==> src/rtl/bit_serial_alu_seq.sv <==
// Bit-serial ALU sequencer: drives one external 1-bit ALU slice LSB first,
// keeps the ripple carry between bits, runs a second pass for set-less-than,
// and publishes a parallel result with zero/overflow/carry/illegal flags.
module bit_serial_alu_seq #(
  parameter int WIDTH = 8,
  parameter int IDXW  = 3
) (
  input  logic             clk,
  input  logic             rst,
  input  logic             start,
  input  logic [WIDTH-1:0] a,
  input  logic [WIDTH-1:0] b,
  input  logic [3:0]       alu_ctl,
  output logic             s_in1,
  output logic             s_in2,
  output logic             s_carry_in,
  output logic             s_ainvert,
  output logic             s_binvert,
  output logic             s_less,
  output logic [1:0]       s_op,
  input  logic             s_result,
  input  logic             s_carry_out,
  output logic             busy,
  output logic             done,
  output logic [WIDTH-1:0] result,
  output logic             zero,
  output logic             overflow,
  output logic             carry_out,
  output logic             illegal
);

  localparam logic [1:0] ST_IDLE = 2'd0;
  localparam logic [1:0] ST_CALC = 2'd1;
  localparam logic [1:0] ST_SLT  = 2'd2;
  localparam logic [1:0] ST_DONE = 2'd3;

  localparam logic [3:0] CTL_AND = 4'b0000;
  localparam logic [3:0] CTL_OR  = 4'b0001;
  localparam logic [3:0] CTL_ADD = 4'b0010;
  localparam logic [3:0] CTL_SUB = 4'b0110;
  localparam logic [3:0] CTL_SLT = 4'b0111;
  localparam logic [3:0] CTL_NOR = 4'b1100;

  localparam logic [IDXW-1:0] IDX_LAST = IDXW'(WIDTH - 1);

  // Control / working state
  logic [1:0]       state_q, state_d;
  logic [IDXW-1:0]  idx_q, idx_d;
  logic [WIDTH-1:0] a_q, a_d;
  logic [WIDTH-1:0] b_q, b_d;
  logic [3:0]       ctl_q, ctl_d;
  logic             carry_q, carry_d;
  logic             set_q, set_d;
  logic [WIDTH-1:0] res_q, res_d;
  logic             cf_q, cf_d;
  logic             ovf_q, ovf_d;
  logic             ill_q, ill_d;

  // Published outputs, updated once per operation
  logic [WIDTH-1:0] result_q, result_d;
  logic             zero_q, zero_d;
  logic             ovf_out_q, ovf_out_d;
  logic             cout_q, cout_d;
  logic             illegal_q, illegal_d;
  logic             done_q, done_d;

  logic ctl_legal;
  logic is_slt;

  assign is_slt = (ctl_q == CTL_SLT);

  // Classify the incoming control code; only consulted when a start is taken.
  always_comb begin
    case (alu_ctl)
      CTL_AND, CTL_OR, CTL_ADD, CTL_SUB, CTL_SLT, CTL_NOR: ctl_legal = 1'b1;
      default:                                            ctl_legal = 1'b0;
    endcase
  end

  // Drive the slice for the bit currently selected by idx_q; quiet outside a pass.
  always_comb begin
    // NOTE: every output gets a value before any branch so no latch is inferred.
    s_in1      = 1'b0;
    s_in2      = 1'b0;
    s_carry_in = 1'b0;
    s_ainvert  = 1'b0;
    s_binvert  = 1'b0;
    s_less     = 1'b0;
    s_op       = 2'b00;
    if (state_q == ST_CALC || state_q == ST_SLT) begin
      s_in1     = a_q[idx_q];
      s_in2     = b_q[idx_q];
      s_ainvert = ctl_q[3];
      s_binvert = ctl_q[2];
      if (state_q == ST_CALC) begin
        // SLT's first pass is a plain subtract so the sign/overflow can be observed.
        s_op       = is_slt ? 2'b10 : ctl_q[1:0];
        s_carry_in = (idx_q == '0) ? ctl_q[2] : carry_q;
      end else begin
        s_op   = 2'b11;
        s_less = (idx_q == '0) ? set_q : 1'b0;
      end
    end
  end

  // Sequencer next-state: accept, step through the bits, publish on DONE.
  always_comb begin
    state_d   = state_q;
    idx_d     = idx_q;
    a_d       = a_q;
    b_d       = b_q;
    ctl_d     = ctl_q;
    carry_d   = carry_q;
    set_d     = set_q;
    res_d     = res_q;
    cf_d      = cf_q;
    ovf_d     = ovf_q;
    ill_d     = ill_q;
    result_d  = result_q;
    zero_d    = zero_q;
    ovf_out_d = ovf_out_q;
    cout_d    = cout_q;
    illegal_d = illegal_q;
    done_d    = 1'b0;

    case (state_q)
      ST_IDLE: begin
        // A start coinciding with the done pulse is not taken.
        if (start && !done_q) begin
          a_d     = a;
          b_d     = b;
          ctl_d   = alu_ctl;
          idx_d   = '0;
          carry_d = 1'b0;
          set_d   = 1'b0;
          res_d   = '0;
          cf_d    = 1'b0;
          ovf_d   = 1'b0;
          ill_d   = ~ctl_legal;
          state_d = ctl_legal ? ST_CALC : ST_DONE;
        end
      end

      ST_CALC: begin
        res_d[idx_q] = s_result;
        carry_d      = s_carry_out;
        if (idx_q == IDX_LAST) begin
          // Only the subtract/add family (ctl[1] set) reports arithmetic flags.
          cf_d  = ctl_q[1] & s_carry_out;
          ovf_d = ctl_q[1] & (s_carry_in ^ s_carry_out);
          if (is_slt) begin
            // Sign of the difference corrected by overflow gives the true signed compare.
            set_d   = s_result ^ s_carry_in ^ s_carry_out;
            idx_d   = '0;
            state_d = ST_SLT;
          end else begin
            state_d = ST_DONE;
          end
        end else begin
          idx_d = idx_q + IDXW'(1);
        end
      end

      ST_SLT: begin
        res_d[idx_q] = s_result;
        if (idx_q == IDX_LAST) begin
          cf_d    = 1'b0;
          ovf_d   = 1'b0;
          state_d = ST_DONE;
        end else begin
          idx_d = idx_q + IDXW'(1);
        end
      end

      ST_DONE: begin
        result_d  = res_q;
        zero_d    = (res_q == '0);
        ovf_out_d = ovf_q;
        cout_d    = cf_q;
        illegal_d = ill_q;
        done_d    = 1'b1;
        state_d   = ST_IDLE;
      end

      default: state_d = ST_IDLE;
    endcase
  end

  // State registers with synchronous reset; reset aborts any operation in flight.
  always_ff @(posedge clk) begin
    // NOTE: non-blocking assignments so every flop samples pre-edge values.
    if (rst) begin
      state_q   <= ST_IDLE;
      idx_q     <= '0;
      a_q       <= '0;
      b_q       <= '0;
      ctl_q     <= '0;
      carry_q   <= 1'b0;
      set_q     <= 1'b0;
      res_q     <= '0;
      cf_q      <= 1'b0;
      ovf_q     <= 1'b0;
      ill_q     <= 1'b0;
      result_q  <= '0;
      zero_q    <= 1'b0;
      ovf_out_q <= 1'b0;
      cout_q    <= 1'b0;
      illegal_q <= 1'b0;
      done_q    <= 1'b0;
    end else begin
      state_q   <= state_d;
      idx_q     <= idx_d;
      a_q       <= a_d;
      b_q       <= b_d;
      ctl_q     <= ctl_d;
      carry_q   <= carry_d;
      set_q     <= set_d;
      res_q     <= res_d;
      cf_q      <= cf_d;
      ovf_q     <= ovf_d;
      ill_q     <= ill_d;
      result_q  <= result_d;
      zero_q    <= zero_d;
      ovf_out_q <= ovf_out_d;
      cout_q    <= cout_d;
      illegal_q <= illegal_d;
      done_q    <= done_d;
    end
  end

  assign busy      = (state_q == ST_CALC) || (state_q == ST_SLT);
  assign done      = done_q;
  assign result    = result_q;
  assign zero      = zero_q;
  assign overflow  = ovf_out_q;
  assign carry_out = cout_q;
  assign illegal   = illegal_q;

endmodule
==> config.mk <==
export PLATFORM = sky130hd
export DESIGN_NAME = bit_serial_alu_seq
export DESIGN_NICKNAME = d
export VERILOG_FILES = /design/src/rtl/bit_serial_alu_seq.sv
export SDC_FILE = /design/constraint.sdc
export NUM_CORES = 1
export LEC_CHECK = 0
export ABC_CLOCK_PERIOD_IN_PS = 2660
export BUFFER_PORTS_ARGS = -buffer_cell sky130_fd_sc_hd__buf_2
export CAP_MARGIN = 20
export CORE_MARGIN = 3
export CORE_UTILIZATION = 54
export CTS_BUF_LIST = sky130_fd_sc_hd__clkbuf_16
export CTS_CLUSTER_SIZE = 10
export DETAILED_ROUTE_END_ITERATION = 10
export GPL_ROUTABILITY_DRIVEN = 0
export GPL_TIMING_DRIVEN = 0
export PLACE_DENSITY = 0.78
export RECOVER_POWER = 50
export SLEW_MARGIN = 20
export SYNTH_ARGS = -nofsm -noshare
export SYNTH_HDL_FRONTEND = slang
export SYNTH_SLANG_ARGS = --single-unit
==> constraint.sdc <==
create_clock -name clk -period 2.66 [get_ports clk]
set_clock_uncertainty 0.1 [all_clocks]
set_input_delay 0.532 -clock clk [delete_from_list [all_inputs] [get_ports clk]]
set_output_delay 0.532 -clock clk [all_outputs]
set_load 0.005 [all_outputs]
==> run metrics, run 1 <==
CP arrival between 2 and 3 ns; routed vias/inst about 5.6; layout cells sized above 1 0.183; vias in the first global route 2065; synth warn 0; Clk pin slew, worst setup/hold paths roughly 0.06 ns; commonest cells in the netlist nand2_1, dfxtp_1, a21oi_1, nor2_1, a22oi_1; DRT iter0 DRCs 139; min cycle time layout approximately 2.4 ns; Final WS setup 0.235 ns; post-synthesis sequential element count around 50; Rel. slew slack 0.589; top cell type's share of synthesized area 0.426; WHS 0.358 ns; crit path max fanout 10; H-tree depth 2; Tot GR Track Use 0.226; cts hold-fix bufs 0; n_diodes 0; Tcrit/Tclk final 0.912; Hold WC Path Type reg2reg; I/O Buffers between 40 and 50; grt ovf 0; Power Density ~880 mW/mm²; Worst-Margin Slew 0.616 ns; Area contributors post-synth dfxtp_1, nand2_1, a21oi_1, mux2i_1, a22oi_1; Die W approximately 73 µm; Syn Inst Count just under 300; CP bufs+invs 2; EDFF count, synth 0; Multi-input gate area 0.00126 mm²; Skew-Pair Late Insertion Delay between 0.2 and 0.3 ns; CTS Buf Count 5; num ports 47; Tot Pwr around 0.0025 W; initial antenna violation count 0; Seq/Total Area, Yosys 0.426; cell row count 23; status finished, final reports clean; Slowest Stage Delay on Critical Path 0.54 ns; area delta synth->final 18.4%; syn nets 325; Synth Flop Type dfxtp_1; Initial Util 0.578; Sequential Area 0.00102 mm²; global-route wire length before repair approximately 9500 µm; routed vias 2220; distinct cell type count after synthesis 45; CP Class reg2reg; core footprint 0.00414 mm²; # setup viols final 0; HPWL Detailed between 4000 and 5000 µm; DR DRC count 0; DIE AREA 0.00527 mm²; critical path capture point type flop; asr flop ratio synth 0; Longest Clk Path Bufs 2; Avg Synthesized Cell Area 8.20 µm²; Mapped Area 0.00239 mm²; CTS tree yes; CP Cell Sequence inv_1 -> ha_1 -> clkbuf_8 -> nand2_1 -> or4b_4 -> a31o_1 -> a211o_1 -> a21oi_2; setup TNS 0 ns; Slowest-stage cell, CP or4b_4; wire length per cell 13.8 µm; Pleak 1.13 nW; fin. max-slew vios 0; top-count cell post-synth nand2_1; Final ANT Viol Nets 0; max-cap viol count 0; CP required 2.78 ns; Fmax achieved around 0.4 GHz; Chip Height 72.6 µm; CP startpoint kind flop; # fillers 375; worst vdd ir 601 µV; CTS root buffer clkbuf_16; largest net degree at the start of global routing 17; Layout Nets roughly 380; Hold Vio Cnt, Final 0; RSZ-0062 raised after global routing false; clock sink total 51; cell taking the most area after synthesis dfxtp_1; setup bufs post-CTS 0; DRT Pass-1 Iters 5; pre-CTS setup slack 0.235 ns; WL final ~5500 µm; CP delay by family, top compound AO/OA/AOI/OAI gates
==> power by group <==
group	switching, W	total, W	internal (W)
combinational	0.000600	0.000956	0.000356
clock	0.000278	0.000626	0.000347
sequential	0.0000690	0.000924	0.000855
total	0.000947	0.00251	0.00156
==> what timing repair did <==
item,CTS,global route
setup endpoints to repair,0,2
hold endpoints to repair,0,0
resized for setup,0,4
==> worst min-delay path: stages (launching register included) <==
cell and delay [ns]:
dfxtp_1 0.31, nand2_1 0.05, a21oi_1 0.05
==> metrics by stage <==
stage,cell area (µm²),instances,util
2_1_floorplan,2390,292,-
3_5_place_dp,2690,388,0.649
4_1_cts,2830,396,0.683
5_1_grt,2840,395,0.684
3_3_place_gp,2690,388,0.649
6_report,2840,395,0.684
==> layout make-up <==
| cell class | count | share of cell area |
|---|---|---|
| multi-input cells | 214 | 0.443 |
| clock inverters | 3 | 0.00618 |
| repair buffers | 46 | 0.0790 |
| flip-flops and latches | 51 | 0.360 |
| clock buffers | 5 | 0.0441 |
| inverters | 10 | 0.0132 |
| plain buffers | 16 | 0.0318 |
| well taps | 50 | 0.0221 |
==> flip-flops by register name, indices dropped and copies added, names as in the netlist <==
name and count:
a_q 8, b_q 8, carry_out 1, carry_q 1
cf_q 1, ctl_q 4, done 1, idx_q 3
ill_q 1, illegal 1, overflow 1, ovf_q 1
res_q 8, result 8, set_q 1, state_q 2
zero 1
==> layout by cell type, fill, tap and decap left out, drive strengths merged, types with 3 or more instances in the layout <==
cell     netlist  final
o21ai         14     14
ha             8      8
nor2b          3      3
o2111ai        3      3
a22oi         16     16
nand2b         3      3
nor3           6      6
mux2i         13     13
a21oi         29     29
dfxtp         51     51
nor2          28     28
inv           10     11
buf            3     43
nand2         60     60
clkbuf        13     23
and3           3      3
==> final timing paths <==
kind               from      to  slack [ns]  cells past startpoint
min reg2reg      a_q[4]  a_q[4]        0.36                      2
max          state_q[0]   set_q        0.23                      8
max reg2reg  state_q[0]   set_q        0.23                      8
min              a_q[4]  a_q[4]        0.36                      2
==> logic make-up after synthesis <==
| family | Yosys count | share of synthesized area |
|---|---|---|
| multiplexers | 13 | 0.0543 |
| flip-flops | 51 | 0.426 |
| AND/OR/NAND/NOR | 117 | 0.222 |
| adder cells (fa/ha/maj) | 8 | 0.0418 |
| AO/OA/AOI/OAI | 76 | 0.201 |
| buffers and inverters | 27 | 0.0549 |
==> layer usage <==
layer / global-route usage / vias to the layer above / routed length [µm]
li1: - / 1125 / -
met1: 0.307 / 1020 / 2520
met2: 0.361 / 67 / 2530
met3: 0.0455 / 8 / 321
met4: 0.0697 / 0 / 81
met5: 0 / - / 0
Power figures use the tool's default switching activity.
==> run 2: changes to the inputs <==
--- a/config.mk
+++ b/config.mk
@@ -8,10 +8,9 @@
 export ABC_CLOCK_PERIOD_IN_PS = 2660
 export BUFFER_PORTS_ARGS = -buffer_cell sky130_fd_sc_hd__buf_2
 export CAP_MARGIN = 20
-export CORE_MARGIN = 3
+export CORE_ASPECT_RATIO = 0.5
 export CORE_UTILIZATION = 54
 export CTS_BUF_LIST = sky130_fd_sc_hd__clkbuf_16
-export CTS_CLUSTER_SIZE = 10
 export DETAILED_ROUTE_END_ITERATION = 10
 export GPL_ROUTABILITY_DRIVEN = 0
 export GPL_TIMING_DRIVEN = 0
==> run 2 against run 1 <==
  * Via count is 0.95% higher
  * Sequential share of layout area about the same
  * First-iteration DRC count is 22% lower
  * Design area did not move
  * Cell count rose by 1.3%
  * Wire length rose by 9.3%
  * Critical path type is now reg2out
==> run metrics, run 2 (same netlist as run 1, synthesis figures left out) <==
status finished, final reports clean (unchanged); most common cell after layout, fill and taps aside nand2_1 (unchanged); Tot GR Track Use 0.264 (was 0.226); cts hold-fix bufs 0 (unchanged); CP bufs+invs 5 (was 2); CP arrival 1.94 ns (was 2.55 ns); switching part of the total power 0.390 (was 0.378); Chip Height 49.1 µm (was 72.6 µm); n_diodes 0 (unchanged); CP Class reg2out (was reg2reg); CP Cell Sequence inv_1 -> ha_1 -> clkbuf_8 -> inv_1 -> clkbuf_1 -> a41oi_1 -> buf_2 (was inv_1 -> ha_1 -> clkbuf_8 -> nand2_1 -> or4b_4 -> a31o_1 -> a211o_1 -> a21oi_2); CP delay by family, top buffers and inverters (was compound AO/OA/AOI/OAI gates); largest net degree at the start of global routing 17 (unchanged); crit-path most repeated cell inv_1; I/O Buffers 46 (unchanged); worst vdd ir 446 µV (was 601 µV); CTS root buffer clkbuf_16 (unchanged); Layout Nets 378 (was 377); Net Switching 0.00100 W (was 0.000947 W); Worst-Margin Slew 0.692 ns (was 0.616 ns); commonest non-fill, non-tap cells in the layout nand2_1, dfxtp_1, buf_2, nor2_1, a21oi_1 (unchanged); Int Pwr 0.00157 W (was 0.00156 W); Critical path destination s_in2 (was set_q); critical path capture point type output pin (was flop); Die W 96.2 µm (was 72.6 µm); global-route wire length before repair 9480 µm (was 9470 µm); Clk pin slew, worst setup/hold paths 0.07 ns (was 0.06 ns); Slowest-stage cell, CP dfxtp_1 (was or4b_4); Final WS setup 0.0851 ns (was 0.235 ns); CP startpoint kind flop (unchanged); H-tree depth 2 (unchanged); Longest Clk Path Bufs 2 (unchanged); setup TNS 0 ns (unchanged); fin area 0.00284 mm² (unchanged); DIE AREA 0.00472 mm² (was 0.00527 mm²); sequential power share 0.359 (was 0.369); Tot Pwr 0.00257 W (was 0.00251 W); Tcrit/Tclk final 0.968 (was 0.912); Fmax achieved 0.388 GHz (was 0.412 GHz); Rel. slew slack 0.539 (was 0.589); cell row count 16 (was 23); clock network fraction of design power 0.248 (was 0.250); DR DRC count 0 (unchanged); Skew-Pair Late Insertion Delay 0.29 ns (about the same); crit path max fanout 10 (unchanged); Reg2Reg Launch Point state_q[1] (was state_q[0]); placed cell areas 0.00269 mm² (about the same); initial antenna violation count 0 (unchanged); Reg2Reg Depth 8 (unchanged); routed vias 2241 (was 2220); clock sink total 51 (unchanged); Initial Util 0.589 (was 0.578); WL final 5960 µm (was 5450 µm); Slowest Stage Delay on Critical Path 0.39 ns (was 0.54 ns); Power Density 904 mW/mm² (was 883 mW/mm²); post-layout util 0.698 (was 0.684); layout cells sized above 1 0.176 (was 0.183); CTS tree yes (unchanged); HPWL Detailed 4480 µm (was 4040 µm); cell depth of the worst setup path 7 (was 8); fin. max-slew vios 0 (unchanged); Pleak 1.12 nW (was 1.13 nW); wire length per cell 14.9 µm (was 13.8 µm); vias in the first global route 1958 (was 2065); max-cap viol count 0 (unchanged); r2r setup slk 0.21 ns (was 0.23 ns); R2R Path End set_q (unchanged); CP required 2.03 ns (was 2.78 ns); area delta synth->final 18.4% (unchanged); min cycle time layout 2.57 ns (was 2.43 ns); Hold WC Path Type reg2reg (unchanged); CTS Buf Count 5 (unchanged); Hold Vio Cnt, Final 0 (unchanged); pre-CTS setup slack 0.256 ns (was 0.235 ns); routed vias/inst 5.60 (was 5.62); grt ovf 0 (unchanged); # setup viols final 0 (unchanged); Worst Setup SP state_q[1] (was state_q[0]); Final ANT Viol Nets 0 (unchanged); setup bufs post-CTS 0 (unchanged); DRT iter0 DRCs 108 (was 139); RSZ-0062 raised after global routing false (unchanged); DRT Pass-1 Iters 5 (unchanged); num ports 47 (unchanged); core footprint 0.00406 mm² (was 0.00414 mm²); Gate power share 0.393 (was 0.382)
[run 2: worst min-delay path by stage]
stage / start / to / depth (start not counted)
2_1_floorplan: ovf_q / ovf_q / 2
3_3_place_gp: ovf_q / ovf_q / 2
3_5_place_dp: ovf_q / ovf_q / 2
4_1_cts: ovf_q / ovf_q / 2
5_1_grt: a_q[1] / a_q[1] / 2
6_report: ovf_q / ovf_q / 2
[run 2: power groups by stage]
stage | registers, W | clock network, W | logic (W)
2_1_floorplan | 0.000915 | 0 | 0.000721
3_3_place_gp | 0.000932 | 0 | 0.000935
3_5_place_dp | 0.000934 | 0 | 0.000981
4_1_cts | 0.000918 | 0.000643 | 0.000990
5_1_grt | 0.000930 | 0.000675 | 0.00110
6_report | 0.000921 | 0.000637 | 0.00101
[run 2: cell type report]
| class | instances | area (µm²) |
|---|---|---|
| Inverter | 10 | 37.5 |
| Clock inverter | 3 | 20.0 |
| Multi-Input combinational cell | 214 | 1250 |
| Buffer | 17 | 93.8 |
| Fill cell | 355 | 1230 |
| Tap cell | 54 | 67.6 |
| Clock buffer | 5 | 125 |
| Timing Repair Buffer | 46 | 224 |
| Sequential cell | 51 | 1020 |
[run 2: worst min-delay path, cell delays in order (launching register included)]
cell and delay [ns]:
dfxtp_1 0.31, nand2_1 0.05, a21oi_1 0.05
[run 2: layer usage]
layer,vias up,global-route usage,wire [µm]
li1,1127,-,-
met1,1051,0.379,2940
met2,61,0.411,2710
met3,2,0.0623,277
met4,0,0.0373,32
met5,-,0,0
[run 2: metrics by stage]
stage	std cells	hold WS, ns
3_5_place_dp	392	0.346
4_1_cts	400	0.356
2_1_floorplan	292	0.332
6_report	400	0.351
3_3_place_gp	392	0.344
5_1_grt	400	0.371
[run 2: what timing repair did]
action / in CTS / in global routing
gates resized for setup: 0 / 1
hold endpoints to repair: 0 / 0
endpoints found under the setup margin: 0 / 1
==> run 3: changes to the inputs <==
--- a/config.mk
+++ b/config.mk
@@ -16,6 +16,7 @@
 export GPL_TIMING_DRIVEN = 0
 export PLACE_DENSITY = 0.78
 export RECOVER_POWER = 50
+export SETUP_SLACK_MARGIN = 0.02
 export SLEW_MARGIN = 20
 export SYNTH_ARGS = -nofsm -noshare
 export SYNTH_HDL_FRONTEND = slang
==> constraint.sdc (replaced) <==
create_clock -name clk -period 2.66 [get_ports clk]
set_clock_uncertainty 0.1 [all_clocks]
set_input_delay 0.266 -clock clk [delete_from_list [all_inputs] [get_ports clk]]
set_output_delay 0.266 -clock clk [all_outputs]
set_load 0.005 [all_outputs]
==> run 3 against run 2 <==
  * Wire length is 0.45% lower
  * Non-clock buffer count stayed put
  * Critical path depth is 1 higher
  * Sequential power hardly changed
  * Sequential cell count stayed put
  * Hold slack worse by 0.24 ns
  * Design area is 0.53% lower
  * Count of clock-buffer cells in the layout stayed put
  * First-iteration DRC count is 33% higher
  * Die area stayed put
  * Register-to-register slack hardly changed
  * Critical path type is now reg2reg
==> run metrics, run 3 (same netlist as run 1, synthesis figures left out) <==
I/O Buffers 46 (unchanged); min cycle time layout 2.44 ns (was 2.57 ns); Layout Nets 378 (unchanged); Clk pin slew, worst setup/hold paths 0.07 ns (about the same); Tcrit/Tclk final 0.918 (was 0.968); WHS 0.108 ns (was 0.351 ns); Longest Clk Path Bufs 2 (unchanged); Slowest Stage Delay on Critical Path 0.54 ns (was 0.39 ns); Hold WC Path Type in2reg (was reg2reg); CP arrival 2.57 ns (was 1.94 ns); Pleak 1.10 nW (was 1.12 nW); DRT iter0 DRCs 144 (was 108); Worst-Margin Slew 0.691 ns (was 0.692 ns); setup bufs post-CTS 0 (unchanged); RSZ-0062 raised after global routing false (unchanged); wire length per cell 14.8 µm (was 14.9 µm); setup TNS 0 ns (unchanged); routed vias/inst 5.62 (was 5.60); routed vias 2247 (was 2241); num ports 47 (unchanged); layout cells sized above 1 0.165 (was 0.176); fin. max-slew vios 0 (unchanged); Power Density 901 mW/mm² (was 904 mW/mm²); Tot GR Track Use 0.264 (unchanged); initial antenna violation count 0 (unchanged); WL final 5930 µm (was 5960 µm); global-route wire length before repair 9480 µm (unchanged); core footprint 0.00406 mm² (unchanged); CP required 2.79 ns (was 2.03 ns); H-tree depth 2 (unchanged); Final ANT Viol Nets 0 (unchanged); # fillers 359 (was 355); # setup viols final 0 (unchanged); max-cap viol count 0 (unchanged); clock sink total 51 (unchanged); critical path capture point type flop (was output pin); CP startpoint kind flop (unchanged); Final WS setup 0.219 ns (was 0.0851 ns); CP Cell Sequence inv_1 -> ha_1 -> clkbuf_8 -> nand2_1 -> or4b_4 -> a31o_1 -> a211o_1 -> a21oi_2 (was inv_1 -> ha_1 -> clkbuf_8 -> inv_1 -> clkbuf_1 -> a41oi_1 -> buf_2); Sequential Area 0.00102 mm² (unchanged); Min-Delay Path Depth 3 (was 2); largest net degree at the start of global routing 17 (unchanged); Fmax achieved 0.410 GHz (was 0.388 GHz); DR DRC count 0 (unchanged); CTS Buf Count 5 (unchanged); area delta synth->final 17.8% (was 18.4%); Rel. slew slack 0.539 (about the same); pre-CTS setup slack 0.256 ns (unchanged); worst vdd ir 445 µV (was 446 µV); crit path max fanout 10 (unchanged); Reg2Reg Depth 8 (unchanged); grt ovf 0 (unchanged); vias in the first global route 1958 (unchanged); HPWL Detailed 4480 µm (unchanged); Multi-input gate area 0.00124 mm² (was 0.00125 mm²); CP Class reg2reg (was reg2out); commonest non-fill, non-tap cells in the layout nand2_1, dfxtp_1, buf_2, nor2_1, a21oi_1 (unchanged); Slowest-stage cell, CP or4b_4 (was dfxtp_1); most common cell after layout, fill and taps aside nand2_1 (unchanged); n_diodes 0 (unchanged); Resize count post-CTS 0 (unchanged); Initial Util 0.589 (unchanged); Chip Height 49.1 µm (unchanged); DRT Pass-1 Iters 4 (was 5); CTS root buffer clkbuf_16 (unchanged); cell row count 16 (unchanged); Die W 96.2 µm (unchanged); cts hold-fix bufs 0 (unchanged); CTS tree yes (unchanged); Hold Vio Cnt, Final 0 (unchanged); status finished, final reports clean (unchanged); Skew-Pair Late Insertion Delay 0.29 ns (about the same); DIE AREA 0.00472 mm² (unchanged)
==> run 3: cell types whose count changed in the layout (fill, tap and decap cells not counted), sizes merged <==
cell	delta
clkbuf	+3
buf	-3
==> run 3: where the power goes <==
group / leakage, nW / total, W / internal [W] / switching (W)
registers: 0.414 / 0.000920 / 0.000853 / 0.0000671
logic: 0.623 / 0.000988 / 0.000351 / 0.000637
clock network: 0.0658 / 0.000634 / 0.000347 / 0.000287
total: 1.10 / 0.00254 / 0.00155 / 0.000991
==> run 3: final timing paths <==
check,startpoint,end,slack [ns]
worst max-delay path,state_q[1],set_q,0.22
worst min-delay path,b[4],b_q[4],0.11
worst max register to register,state_q[1],set_q,0.22
worst min register to register,ovf_q,ovf_q,0.35
==> run 3: worst max-delay path: cells and delay by family (launching register included) <==
kind / cells / cell delay (ns)
AOI/OAI and AO/OA: 3 / 0.67
adders and majority gates: 1 / 0.31
buffers and inverters: 2 / 0.28
DFF: 1 / 0.40
and+or+nand+nor: 2 / 0.63
==> run 3: layer usage <==
metal | global-route usage | routed length [µm] | vias to the layer above
met5 | 0 | 0 | -
met4 | 0.0373 | 36 | 0
met3 | 0.0623 | 310 | 4
met2 | 0.411 | 2680 | 56
met1 | 0.379 | 2910 | 1060
li1 | - | - | 1127
==> run 3: stage by stage <==
step	total power, W	instance area [µm²]	instances	utilization
6_report	0.00254	2820	400	0.694
3_3_place_gp	0.00187	2690	392	0.663
5_1_grt	0.00269	2820	400	0.694
4_1_cts	0.00255	2840	400	0.698
2_1_floorplan	0.00164	2390	292	-
3_5_place_dp	0.00191	2690	392	0.663
==> run 3: cell type report <==
class                   count  area share
flip-flops and latches     51       0.362
repair buffers             46      0.0785
clock inverters             3     0.00710
well taps                  54      0.0239
plain buffers              17      0.0306
multi-input cells         214       0.440
clock buffers               5      0.0443
inverters                  10      0.0133
